===== src/rtl/if_stage_pkg.sv =====
// Shared widths, exception codes and bus layouts for the instruction-fetch stage.
package if_stage_pkg;

  localparam int FS_TO_DS_BUS_WD = 70;
  localparam int BR_BUS_WD       = 34;

  localparam logic [4:0]  EXCODE_ADEL  = 5'h04;
  localparam logic [31:0] EX_ENTRY_VEC = 32'hbfc00380;
  localparam logic [31:0] RESET_PC_VEC = 32'hbfc00000;

  typedef struct packed {
    logic        ex;
    logic [4:0]  excode;
    logic [31:0] inst;
    logic [31:0] pc;
  } fs_to_ds_t;

  typedef struct packed {
    logic        stall;
    logic        taken;
    logic [31:0] target;
  } br_bus_t;

  function automatic logic pc_misaligned(input logic [31:0] pc);
    return pc[1:0] != 2'b00;
  endfunction

endpackage


===== src/rtl/fs_inflight_ctr.sv =====
// Tracks fetch requests still owed a response and how many of those belong
// to a path that has since been flushed, so their data can be thrown away.
module fs_inflight_ctr (
  input  logic clk,
  input  logic reset,
  input  logic flush_i,
  input  logic addr_ok_i,
  input  logic data_ok_i,
  input  logic stale_accept_i,
  output logic can_req_o,
  output logic drop_resp_o
);

  logic [1:0] out_q;
  logic [1:0] out_d;
  logic [1:0] discard_q;
  logic [1:0] discard_d;

  // A flush marks every request still owed after this cycle as garbage; a
  // request frozen across a flush and accepted later is garbage as well.
  always_comb begin
    out_d     = out_q + {1'b0, addr_ok_i} - {1'b0, data_ok_i};
    discard_d = discard_q;
    if (flush_i) begin
      discard_d = out_d;
    end else begin
      if (data_ok_i && (discard_q != 2'd0)) begin
        discard_d = discard_d - 2'd1;
      end
      if (stale_accept_i) begin
        discard_d = discard_d + 2'd1;
      end
    end
  end

  assign can_req_o   = (out_q == 2'd0) || ((out_q == 2'd1) && data_ok_i);
  assign drop_resp_o = (discard_q != 2'd0);

  // Counter state; only one request may ever be in flight.
  always_ff @(posedge clk) begin
    if (reset) begin
      out_q     <= 2'd0;
      discard_q <= 2'd0;
    end else begin
      assert (out_q != 2'd2);
      out_q     <= out_d;
      discard_q <= discard_d;
    end
  end

endmodule


===== src/rtl/if_stage.sv =====
// Instruction-fetch stage: PC generation, SRAM-like fetch port, one-entry
// instruction buffer, WB/branch redirects and AdEL tagging of misaligned PCs.
module if_stage
  import if_stage_pkg::*;
#(
  parameter logic [31:0] RESET_PC = RESET_PC_VEC,
  parameter logic [31:0] EX_ENTRY = EX_ENTRY_VEC
) (
  input  logic                       clk,
  input  logic                       reset,
  input  logic                       ds_allowin,
  input  logic [BR_BUS_WD-1:0]       br_bus,
  output logic                       fs_to_ds_valid,
  output logic [FS_TO_DS_BUS_WD-1:0] fs_to_ds_bus,
  input  logic                       ws_ex,
  input  logic                       ws_eret,
  input  logic [31:0]                cp0_epc,
  output logic                       inst_req,
  output logic                       inst_wr,
  output logic [1:0]                 inst_size,
  output logic [31:0]                inst_addr,
  output logic [31:0]                inst_wdata,
  input  logic                       inst_addr_ok,
  input  logic                       inst_data_ok,
  input  logic [31:0]                inst_rdata
);

  br_bus_t   br;
  fs_to_ds_t fs_bus;

  logic [31:0] pc_q, pc_d;
  logic        hold_q, hold_d;
  logic        stale_q, stale_d;
  logic        redir_valid_q, redir_valid_d;
  logic [31:0] redir_target_q, redir_target_d;
  logic        buf_valid_q, buf_valid_d;
  logic [31:0] buf_inst_q, buf_inst_d;
  logic        adel_q, adel_d;
  logic        halt_q, halt_d;
  logic [31:0] inflight_pc_q, inflight_pc_d;

  logic        flush;
  logic [31:0] flush_target;
  logic        can_req;
  logic        drop_resp;
  logic        resp_ok;
  logic        slot_free;
  logic        issue_ok;
  logic        adel_start;
  logic        accept;
  logic        frozen;

  assign br           = br_bus;
  assign flush        = ws_ex || ws_eret;
  assign flush_target = ws_ex ? EX_ENTRY : cp0_epc;

  assign resp_ok        = inst_data_ok && !drop_resp && !flush;
  assign fs_to_ds_valid = !flush && (buf_valid_q || adel_q || resp_ok);
  assign slot_free      = !fs_to_ds_valid || ds_allowin;
  assign issue_ok       = !reset && !flush && can_req && slot_free && !br.stall
                          && !halt_q && !adel_q;

  assign inst_req   = !reset && (hold_q || (issue_ok && !pc_misaligned(pc_q)));
  assign adel_start = issue_ok && !hold_q && pc_misaligned(pc_q);
  assign accept     = inst_req && inst_addr_ok;
  assign frozen     = inst_req && !inst_addr_ok;

  assign inst_addr  = pc_q;
  assign inst_wr    = 1'b0;
  assign inst_size  = 2'd2;
  assign inst_wdata = 32'd0;

  fs_inflight_ctr u_inflight (
    .clk            (clk),
    .reset          (reset),
    .flush_i        (flush),
    .addr_ok_i      (accept),
    .data_ok_i      (inst_data_ok),
    .stale_accept_i (stale_q && accept),
    .can_req_o      (can_req),
    .drop_resp_o    (drop_resp)
  );

  // Next fetch address: redirects arriving while a request is frozen are
  // parked in the redirect buffer and handed to the PC once it is accepted.
  always_comb begin
    pc_d           = pc_q;
    redir_valid_d  = redir_valid_q;
    redir_target_d = redir_target_q;
    if (frozen) begin
      if (flush) begin
        redir_valid_d  = 1'b1;
        redir_target_d = flush_target;
      end else if (br.taken && !redir_valid_q) begin
        redir_valid_d  = 1'b1;
        redir_target_d = br.target;
      end
    end else if (flush) begin
      pc_d          = flush_target;
      redir_valid_d = 1'b0;
    end else if (redir_valid_q) begin
      pc_d          = redir_target_q;
      redir_valid_d = 1'b0;
    end else if (br.taken) begin
      pc_d = br.target;
    end else if (accept) begin
      pc_d = pc_q + 32'd4;
    end
  end

  // Request hold, stale-request marking, instruction buffer and AdEL/halt tracking.
  always_comb begin
    hold_d        = frozen;
    stale_d       = stale_q;
    buf_valid_d   = buf_valid_q;
    buf_inst_d    = buf_inst_q;
    adel_d        = adel_q;
    halt_d        = halt_q;
    inflight_pc_d = inflight_pc_q;
    if (accept) begin
      stale_d       = 1'b0;
      inflight_pc_d = pc_q;
    end else if (flush && frozen) begin
      stale_d = 1'b1;
    end
    if (flush) begin
      buf_valid_d = 1'b0;
      adel_d      = 1'b0;
      halt_d      = 1'b0;
    end else begin
      if (resp_ok && !ds_allowin) begin
        buf_valid_d = 1'b1;
        buf_inst_d  = inst_rdata;
      end else if (ds_allowin) begin
        buf_valid_d = 1'b0;
      end
      if (adel_q && ds_allowin) begin
        adel_d = 1'b0;
        halt_d = 1'b1;
      end else if (adel_start) begin
        adel_d = 1'b1;
      end
    end
  end

  // Outgoing bus: AdEL entries carry the faulting PC and a null instruction.
  always_comb begin
    fs_bus.ex     = adel_q;
    fs_bus.excode = adel_q ? EXCODE_ADEL : 5'h00;
    fs_bus.inst   = adel_q ? 32'd0 : (buf_valid_q ? buf_inst_q : inst_rdata);
    fs_bus.pc     = adel_q ? pc_q : inflight_pc_q;
  end

  assign fs_to_ds_bus = fs_bus;

  // State registers with synchronous reset.
  always_ff @(posedge clk) begin
    if (reset) begin
      pc_q           <= RESET_PC;
      hold_q         <= 1'b0;
      stale_q        <= 1'b0;
      redir_valid_q  <= 1'b0;
      redir_target_q <= 32'd0;
      buf_valid_q    <= 1'b0;
      buf_inst_q     <= 32'd0;
      adel_q         <= 1'b0;
      halt_q         <= 1'b0;
      inflight_pc_q  <= 32'd0;
    end else begin
      pc_q           <= pc_d;
      hold_q         <= hold_d;
      stale_q        <= stale_d;
      redir_valid_q  <= redir_valid_d;
      redir_target_q <= redir_target_d;
      buf_valid_q    <= buf_valid_d;
      buf_inst_q     <= buf_inst_d;
      adel_q         <= adel_d;
      halt_q         <= halt_d;
      inflight_pc_q  <= inflight_pc_d;
    end
  end

endmodule

===== config.mk =====
export PLATFORM = sky130hd
export DESIGN_NAME = if_stage
export DESIGN_NICKNAME = d
export VERILOG_FILES = /design/src/rtl/if_stage_pkg.sv /design/src/rtl/fs_inflight_ctr.sv /design/src/rtl/if_stage.sv
export SDC_FILE = /design/constraint.sdc
export NUM_CORES = 1
export LEC_CHECK = 0
export BUFFER_PORTS_ARGS = -buffer_cell sky130_fd_sc_hd__buf_4
export CORE_ASPECT_RATIO = 1.2
export CORE_UTILIZATION = 30
export CTS_CLUSTER_SIZE = 12
export DETAILED_ROUTE_END_ITERATION = 16
export GPL_TIMING_DRIVEN = 0
export PLACE_DENSITY_LB_ADDON = 0.3
export SLEW_MARGIN = 20
export SYNTH_ARGS = -nofsm -noshare
export SYNTH_HDL_FRONTEND = slang
export SYNTH_SLANG_ARGS = --single-unit

===== constraint.sdc =====
create_clock -name clk -period 4.9 [get_ports clk]
set_input_delay 0.735 -clock clk [delete_from_list [all_inputs] [get_ports clk]]
set_output_delay 0.735 -clock clk [all_outputs]
set_load 0.005 [all_outputs]

-- Word-level counts from Yosys, hierarchy flattened
Index checks and enable logic that the tools add are counted.
W data, S select, Z words.
- add/subtract/negate cells: 5
- multipliers: 0
- magnitude comparators: 0
- muxes and demuxes: 19
- bitwise gates (word level): 2
- shifts and indexed selects: 0
- reductions and logical operators: 53
- eq/ne operators: 1
- div/mod/pow operators: 0
- operator list (operator ; number):
    $mux W32 ; 10
    $add A32 B3 Y32 const B ; 1
    $logic_and A1 B1 Y1 ; 22
    $logic_not A1 Y1 ; 12
    $mux W2 ; 4
    $reduce_bool A2 Y1 ; 4
    $logic_or A1 B1 Y1 ; 6
    $reduce_and A2 Y1 ; 3
    $reduce_or A2 Y1 ; 3
    $mux W1 ; 4
    $reduce_bool A4 Y1 ; 1
    $mux W3 ; 1
    $reduce_or A3 Y1 ; 1
    $add A2 B1 Y2 ; 1
    $add A2 B1 Y2 const B ; 1
    $eq A2 B1 Y1 const B ; 1
    $logic_not A2 Y1 ; 1
    $not A1 Y1 ; 2
    $sub A2 B1 Y2 ; 1
    $sub A2 B1 Y2 const B ; 1
- logic and storage cells: 92
- output and inout bits: 139
- latch bits: 0
- bits in read-only memories: 0
- memories: 0
- input port bits: 105
- memory bits (writable): 0
- register bits: 138

-- Logic depth before layout (Yosys ltp)
Gate-level depths: netlist (run 1).
- depth in word-level cells: 20
- depth in mapped cells: 14
- gate-level depth less buffers: 13

-- By module
From an unflattened synthesis (run 1), not the netlist that was laid out.
- cell total of the unflattened synthesis: 1086
- area, all modules: 8187.9 um2
- modules (own cells, without submodules) (module ; seq. area each (um2) ; area each (um2) ; cells each ; times used):
    if_stage ; 2682.6 ; 7912.6 ; 1057 ; 1
    fs_inflight_ctr ; 80.1 ; 275.3 ; 29 ; 1

-- Worst setup path before layout (run 1)
OpenSTA, ideal clock, no wires.
- path kind: input to register
- start point: input ws_ex
- end point: register u_inflight.discard_q[1]
- stages: 13
- data required time: 4.771 ns
- buffers on the path: 2
- data arrival time: 2.664 ns
- setup slack: 2.107 ns
- library setup time: 0.129 ns
- cells stage by stage: buf_2 -> nor2_2 -> a31oi_1 -> nor4_2 -> nand2_1 -> inv_2 -> buf_4 -> ha_1 -> xor2_1 -> xnor2_1 -> nor2_1 -> nor2_1 -> a21oi_1
- word-level cells in the longest chain between the ends: 18
- elaborated cells on any way between the ends: 22
- those cells by class: 2 x add/sub; 2 x mux; 18 x reduce/logical
- ends and longest elaborated chain (element ; RTL line ; source):
    start, declared ; if_stage.sv:15 ; input logic ws_ex,
    $logic_or A1 B1 Y1 (*) ; if_stage.sv:54 ; assign flush = ws_ex || ws_eret;
    $logic_not A1 Y1 (*) ; if_stage.sv:57, if_stage.sv:58, if_stage.sv:60 ;
    $logic_and A1 B1 Y1 ; if_stage.sv:57 ; assign resp_ok = inst_data_ok && !drop_resp && !flush;
    $logic_or A1 B1 Y1 ; if_stage.sv:58 ; assign fs_to_ds_valid = !flush && (buf_valid_q || adel_q || resp_ok);
    $logic_and A1 B1 Y1 ; if_stage.sv:58 ;
    $logic_not A1 Y1 ; if_stage.sv:59 ; assign slot_free = !fs_to_ds_valid || ds_allowin;
    $logic_or A1 B1 Y1 ; if_stage.sv:59 ;
    $logic_and A1 B1 Y1 (*) (2 in series) ; if_stage.sv:60 ; assign issue_ok = !reset && !flush && can_req && slot_free && !br.stall
    (+3 left out) ; - ;
    $logic_or A1 B1 Y1 (*) ; if_stage.sv:63 ; assign inst_req = !reset && (hold_q || (issue_ok && !pc_misaligned(pc_q)));
    $logic_and A1 B1 Y1 (*) ; if_stage.sv:63 ;
    via inst_req ; if_stage.sv:18 ; output logic inst_req,
    $logic_and A1 B1 Y1 (*) ; if_stage.sv:65 ; assign accept = inst_req && inst_addr_ok;
    via accept ; if_stage.sv:50 ; logic accept;
    $add A2 B1 Y2 / $logic_and A1 B1 Y1 (equally long branches) ; fs_inflight_ctr.sv:22, if_stage.sv:79 ;
    $sub A2 B1 Y2 / $mux W2 (equally long branches) ; fs_inflight_ctr.sv:22, fs_inflight_ctr.sv:30 ;
    $mux W2 (*) ; fs_inflight_ctr.sv:24 ; if (flush_i) begin
    end signal, assigned ; fs_inflight_ctr.sv:47 ; discard_q <= discard_d;
    end, declared ; fs_inflight_ctr.sv:16 ; logic [1:0] discard_q;
The timed path passes the listed nets; every way through them passes the cells marked *.
A chain may end at the register's enable or synchronous reset.

-- Final worst setup path (run 1)
- start point: register adel_q
- end point: output fs_to_ds_bus[51]
- word-level cells in the longest chain between the ends: 1
- ends and longest elaborated chain (element ; RTL line ; source):
    start, declared ; if_stage.sv:38 ; logic adel_q, adel_d;
    start signal, assigned ; if_stage.sv:177 ; adel_q <= adel_d;
    $mux W32 ; if_stage.sv:150 ; fs_bus.inst = adel_q ? 32'd0 : (buf_valid_q ? buf_inst_q : inst_rdata);
    end, declared ; if_stage.sv:14 ; output logic [FS_TO_DS_BUS_WD-1:0] fs_to_ds_bus,
No other way between the ends.

==> impl_metrics.env, run 1 <==
export IMPL_synth_edff_count=0
export IMPL_hpwl_um=21890
export IMPL_cts_inserted_buffers=17
export IMPL_p_int_mw=2.287
export IMPL_p_switching_mw=0.8234
export IMPL_drive_gt1_share_pct=25.50
export IMPL_seq_area_frac_synth_pct=34.26
export IMPL_dieArea_um2=27540
export IMPL_drc=0
export IMPL_ir_drop_uv=222.1
export IMPL_start_util_pct=30.60
export IMPL_grt_overflow=0
export IMPL_synth_compound_area_share_pct=19.60
export IMPL_reg2reg_depth=14
export IMPL_first_iter_violations=484
export IMPL_ios=244
export IMPL_synth_top_family_by_area="simple AND/OR/NAND/NOR gates"
export IMPL_clockBufferDepth=2
export IMPL_synth_fa_ha_area_share_pct=0.6206
export IMPL_sw_frac_of_total_pct=26.47
export IMPL_postCtsSetupRepairBufs=0
export IMPL_synth_xor_area_share_pct=1.521
export IMPL_synth_top_area_share_pct=34.26
export IMPL_min_delay_start="inflight_pc_q[25]"
export IMPL_vias=8529
export IMPL_stdcell_area_um2=10800
export IMPL_final_period_utilization_pct=71.25
export IMPL_netlist_area_um2=8064
export IMPL_antenna_cells=0
export IMPL_timing_rr_start="u_inflight.discard_q[0]"
export IMPL_insertion_delay_ns=0.42
export IMPL_grt_pass1_vias=7877
export IMPL_p_seq_share_pct=38.5
export IMPL_r2r_end="u_inflight.discard_q[1]"
export IMPL_start_kind="register"
export IMPL_htreeDepth=4
export IMPL_place_gp_congestion=0.8854
export IMPL_port_buffers=204
export IMPL_syn_avg_cell_area_um2=7.467
export IMPL_r2r_slack_ns=1.78
export IMPL_async_flop_share_pct=0
export IMPL_maxSlewHeadroom_pct=47.37
export IMPL_setup_viol=0
export IMPL_cap_violations=0
export IMPL_worstHoldEndpoint="inflight_pc_q[25]"
export IMPL_status="finished, final reports clean"
export IMPL_dieWidth_um=151.7
export IMPL_power_density_nw_per_um2=287.9
export IMPL_synth_area_leader_cell="dfxtp_1"
export IMPL_synth_area_leaders="dfxtp_1, a21oi_1, nand2_1"
export IMPL_drt_first_pass_iters=5
export IMPL_die_y_um=181.6
export IMPL_synth_mux_area_share_pct=11.54
export IMPL_root_buffer="clkbuf_16"
export IMPL_viasPerCell=5.053
export IMPL_skew_ns=0.01081
export IMPL_clkPwrFrac_pct=46.0
export IMPL_tns_ns=0
export IMPL_placed_area_um2=10150
export IMPL_syn_instance_count=1080
export IMPL_cts_tree="done"
export IMPL_synth_main_ff_cell="dfxtp_1"
export IMPL_ant_nets=0
export IMPL_cts_sinks=138
export IMPL_slew_viol_final=0
export IMPL_path_max_fanout=10
export IMPL_ys_seq_elements=138
export IMPL_worstHoldPathCells=2
export IMPL_core_um2=26350
export IMPL_clk_pin_slew_ns=0.06
export IMPL_antenna_found_initial=0
export IMPL_ctsResizeCount=0
export IMPL_cts_hold_buf=0
export IMPL_fmax_mhz=286.4
export IMPL_worstHoldPathType="register to register"
export IMPL_track_usage_pct=20.75
export IMPL_finalCriticalPeriod_ns=3.491
export IMPL_totalWireLength_um=28730
export IMPL_synth_warnings=0
export IMPL_wl_per_cell_um=17.02
export IMPL_tightest_slew_ns=0.7894
export IMPL_crit_type="register to primary output"
export IMPL_worstSetupEndpointType="primary output"
export IMPL_grt_max_degree=17
export IMPL_rsz0062_at_grt="no"
export IMPL_grt_pass1_wl_um=44020
export IMPL_p_comb_share_pct=15.5
export IMPL_yosys_area_share_simple_pct=22.98
export IMPL_fillCellCount=2772
export IMPL_nNetsFinal=1449
export IMPL_hold_violations=0
export IMPL_syn2layout_area_growth_pct=33.98
export IMPL_power_leakage_nw=4.384
export IMPL_cp_required_ns=4.16
export IMPL_crit_arrival_ns=2.76
export IMPL_synth_cell_type_count=58
export IMPL_num_rows=65
## worst max-delay path, stage by stage, from the launching register on
cell      delay (ns)
dfxtp_1         0.54
clkbuf_1        0.53
clkbuf_1        0.55
clkbuf_1        0.43
nor2_1          0.12
buf_4           0.16
## power groups by stage
stage	Combinational (mW)	Clock, mW	Sequential [mW]
2_1_floorplan	0.262	0	1.21
3_3_place_gp	0.473	0	1.22
3_5_place_dp	0.476	0	1.22
4_1_cts	0.479	1.46	1.20
5_1_grt	0.530	1.50	1.20
6_report	0.484	1.43	1.20
## cells in the mapped netlist (all sizes together), types with 4 or more instances
library cell and instances:
xor2 4, nand3 15, nand3b 16, and2 5, a21oi 165, mux2i 57, nor4 7, and3 4
a221o 5, nand4 9, o21ai 43, mux2 32, a311oi 12, xnor2 10, nand2 212, buf 74
inv 12, nor2 104, ha 4, or3 5, clkbuf 54, o32ai 4, nor3 33, dfxtp 138
a211oi 9, a31oi 8
## stage by stage
step	power [mW]	instances	util (%)	hold slack [ns]	setup WS, ns
floorplan	1.469	1117	-	0.4338	2.107
global placement	1.695	1656	38.53	0.4386	1.215
detailed placement	1.699	1656	38.53	0.4441	1.241
CTS	3.132	1688	41.00	0.4527	1.326
global route	3.234	1688	41.00	0.4724	1.176
finish	3.110	1688	41.00	0.4521	1.409
## cell families (layout without fill, tap and decap cells)
kind of cell	after synthesis	count (layout)
buf+inv	142	378
xor+xnor	14	14
flops	138	138
mux	89	89
other cells	2	39
compound gates	272	272
simple gates	419	419
fa+ha+maj	4	4
## flip-flops by register name, summed over array words and instances, names as in the netlist, 2 cells and up
| signal | count |
|---|---|
| buf_inst_q | 32 |
| inflight_pc_q | 32 |
| inst_addr | 32 |
| redir_target_q | 32 |
| u_inflight.discard_q | 2 |
| u_inflight.out_q | 2 |
## placed cells by master (no fill, tap or decap), types with 4 or more instances in the layout
| cell type | netlist | layout |
|---|---|---|
| conb_1 | 2 | 39 |
| inv_1 | 11 | 11 |
| mux2_2 | 32 | 32 |
| a221o_1 | 5 | 5 |
| buf_6 | 4 | 4 |
| o32ai_1 | 4 | 4 |
| and2_1 | 5 | 5 |
| buf_4 | 47 | 251 |
| mux2i_1 | 57 | 57 |
| xor2_1 | 4 | 4 |
| nand2_1 | 211 | 211 |
| a211oi_1 | 8 | 8 |
| nor3_1 | 32 | 32 |
| a21oi_1 | 165 | 165 |
| xnor2_1 | 10 | 10 |
| a311oi_1 | 12 | 12 |
| clkinv_4 | 0 | 4 |
| a31oi_1 | 8 | 8 |
| nand3_1 | 15 | 15 |
| or3_1 | 5 | 5 |
| nand3b_1 | 16 | 16 |
| nand4_1 | 9 | 9 |
| buf_2 | 14 | 14 |
| and3_1 | 4 | 4 |
| bufinv_16 | 0 | 5 |
| dfxtp_1 | 138 | 138 |
| ha_1 | 4 | 4 |
| nor4_1 | 4 | 4 |
| buf_1 | 9 | 9 |
| nor2_1 | 102 | 102 |
| o21ai_0 | 43 | 43 |
| clkbuf_1 | 54 | 55 |
| clkbuf_16 | 0 | 17 |
## how the worst max path moves through the flow
stage	start	endpoint	slack, ns
after floorplan	ws_ex	u_inflight.discard_q[1]	2.11
after global placement	ws_ex	u_inflight.discard_q[1]	1.21
after detailed placement	ws_ex	u_inflight.discard_q[1]	1.24
after CTS	adel_q	fs_to_ds_bus[48]	1.33
after global routing	adel_q	fs_to_ds_bus[51]	1.18
final	adel_q	fs_to_ds_bus[51]	1.41
## routing by layer
metal	global-route usage (%)	vias up	wire length, um
li1	-	4196	-
met2	34.42	335	13870
met3	3.015	50	1731
met4	9.347	0	1018
met1	26.22	3948	12110
met5	0	-	0
## area by class of cell
class	instances	area, um2	share of cell area (%)
timing repair buffer	204	1531	14.17
clock inverter	14	221.5	2.050
tap	335	419.2	3.880
inverter	14	52.55	0.4864
clock buffer	18	429.2	3.972
sequential	138	2763	25.57
multi-input combinational	837	4683	43.35
buffer	128	704.4	6.520
Note: power is estimated with default switching activity, not from simulation.
==> run 2, diff against run 1 <==
==> constraint.sdc (replaced) <==
create_clock -name clk -period 2.9 [get_ports clk]
set_input_delay 0.435 -clock clk [delete_from_list [all_inputs] [get_ports clk]]
set_output_delay 0.435 -clock clk [all_outputs]
set_load 0.005 [all_outputs]
==> run 2 against run 1 <==
  * Sequential cell count unchanged
  * Non-clock buffer count rose by 3
  * Combinational power grew 71%
  * Largest power group unchanged
  * Worst setup slack worse by 1.3 ns
  * Sequential share of layout area decreased by 0.088 points
  * Final area rose by 0.35%
==> impl_metrics.env, run 2 (same netlist as run 1, synthesis figures left out) <==
export IMPL_final_cells=1691
export IMPL_track_usage_pct=20.76
export IMPL_fmax_mhz=360.5
export IMPL_start_kind="register"
export IMPL_cts_hold_buf=0
export IMPL_hpwl_um=21890
export IMPL_hold_violations=0
export IMPL_first_iter_violations=575
export IMPL_dpl_cell_count=1656
export IMPL_cts_sinks=138
export IMPL_tightest_slew_ns=0.8075
export IMPL_die_y_um=181.6
export IMPL_dieArea_um2=27540
export IMPL_crit_type="register to register"
export IMPL_drt_first_pass_iters=5
export IMPL_port_buffers=204
export IMPL_htreeDepth=4
export IMPL_grt_overflow=0
export IMPL_path_max_fanout=10
export IMPL_drc=0
export IMPL_dieWidth_um=151.7
export IMPL_num_rows=65
export IMPL_root_buffer="clkbuf_16"
export IMPL_place_gp_congestion=0.8854
export IMPL_whs_ns=0.2662
export IMPL_finalCriticalPeriod_ns=2.774
export IMPL_viasPerCell=5.076
export IMPL_skew_ns=0.01413
export IMPL_drive_gt1_share_pct=26.03
export IMPL_nNetsFinal=1452
export IMPL_worstHoldPathType="input port to register"
export IMPL_cts_inserted_buffers=17
export IMPL_insertion_delay_ns=0.43
export IMPL_ios=244
export IMPL_vias=8584
export IMPL_clockBufferDepth=2
export IMPL_final_core_util_pct=41.14
export IMPL_antenna_cells=0
export IMPL_pre_cts_ws_ns=-0.4593
export IMPL_cp_required_ns=3.18
export IMPL_syn2layout_area_growth_pct=34.44
export IMPL_final_period_utilization_pct=95.64
export IMPL_final_cell_mix="buf_4, nand2_1, a21oi_1"
export IMPL_core_um2=26350
export IMPL_antenna_found_initial=0
export IMPL_setup_viol=0
export IMPL_clk_pin_slew_ns=0.06
export IMPL_power_leakage_nw=4.414
export IMPL_ir_drop_uv=372.2
export IMPL_grt_max_degree=17
export IMPL_start_util_pct=30.60
export IMPL_power_density_nw_per_um2=485.6
export IMPL_fin_ws_ns=0.1265
export IMPL_layout_cells_most_common="buf_4"
export IMPL_fillCellCount=2771
export IMPL_wl_per_cell_um=17.03
export IMPL_maxSlewHeadroom_pct=46.17
export IMPL_status="finished, final reports clean"
export IMPL_grt_pass1_vias=7888
export IMPL_rsz0062_at_grt="yes"
export IMPL_grt_pass1_wl_um=44060
export IMPL_cap_violations=0
export IMPL_cts_tree="done"
export IMPL_slew_viol_final=0
export IMPL_crit_arrival_ns=3.05
export IMPL_totalWireLength_um=28800
export IMPL_worstSetupEndpointType="register"
export IMPL_ant_nets=0
[run 2: critical path: stages, from the launching register on]
cell      delay (ns)
dfxtp_1         0.34
inv_1           0.05
ha_1            0.26
a211oi_4        0.29
nor3_1          0.09
nor4_2          0.33
nand2_2         0.13
inv_2           0.18
buf_4           0.22
ha_1            0.18
xor2_1          0.18
xnor2_1         0.14
nor2_1          0.07
nor2_1          0.11
a21oi_1         0.05
[run 2: layer usage]
layer | up-vias | wire length (um) | track usage (%)
met2 | 378 | 13860 | 34.45
li1 | 4203 | - | -
met1 | 3947 | 12050 | 26.30
met3 | 56 | 1858 | 3.015
met4 | 0 | 1037 | 9.188
met5 | - | 0 | 0
[run 2: metrics by stage]
| stage | cell area [um2] | TNS [ns] | total power [mW] |
|---|---|---|---|
| 6_report | 10840 | 0 | 5.265 |
| 4_1_cts | 10820 | 0 | 5.297 |
| 5_1_grt | 10840 | -0.1074 | 5.475 |
| 3_3_place_gp | 10150 | -1.258 | 2.864 |
| 3_5_place_dp | 10150 | -1.187 | 2.870 |
| 2_1_floorplan | 8203 | 0 | 2.482 |
[run 2: report_power, final]
| group | switching, mW | internal (mW) | total (mW) |
|---|---|---|---|
| Clock | 0.882 | 1.53 | 2.41 |
| Sequential | 0.0721 | 1.95 | 2.02 |
| Combinational | 0.438 | 0.389 | 0.827 |
| Total | 1.39 | 3.87 | 5.26 |
[run 2: layout make-up]
cell class / instances / area [um2] / area share (%)
Tap cell: 335 / 419.2 / 3.866
Buffer: 128 / 709.4 / 6.544
Clock buffer: 18 / 429.2 / 3.958
Timing Repair Buffer: 207 / 1554 / 14.33
Clock inverter: 14 / 221.5 / 2.043
Sequential cell: 138 / 2763 / 25.48
Multi-Input combinational cell: 837 / 4693 / 43.29
Inverter: 14 / 52.55 / 0.4847
[run 2: worst paths after layout]
kind                            from                       to  slack (ns)  cells past startpoint
min reg2reg        inflight_pc_q[25]        inflight_pc_q[25]        0.45                      2
min                       ds_allowin              buf_valid_q        0.27                      2
max reg2reg  u_inflight.discard_q[0]  u_inflight.discard_q[1]        0.13                     14
max          u_inflight.discard_q[0]  u_inflight.discard_q[1]        0.13                     14
[run 2: repair_timing]
| action | in CTS | in global routing |
|---|---|---|
| gates resized for setup | 4 | 5 |
| pin swaps | 1 | 2 |
| endpoints found under the setup margin | 37 | 22 |
| buffers inserted | 1 | 2 |
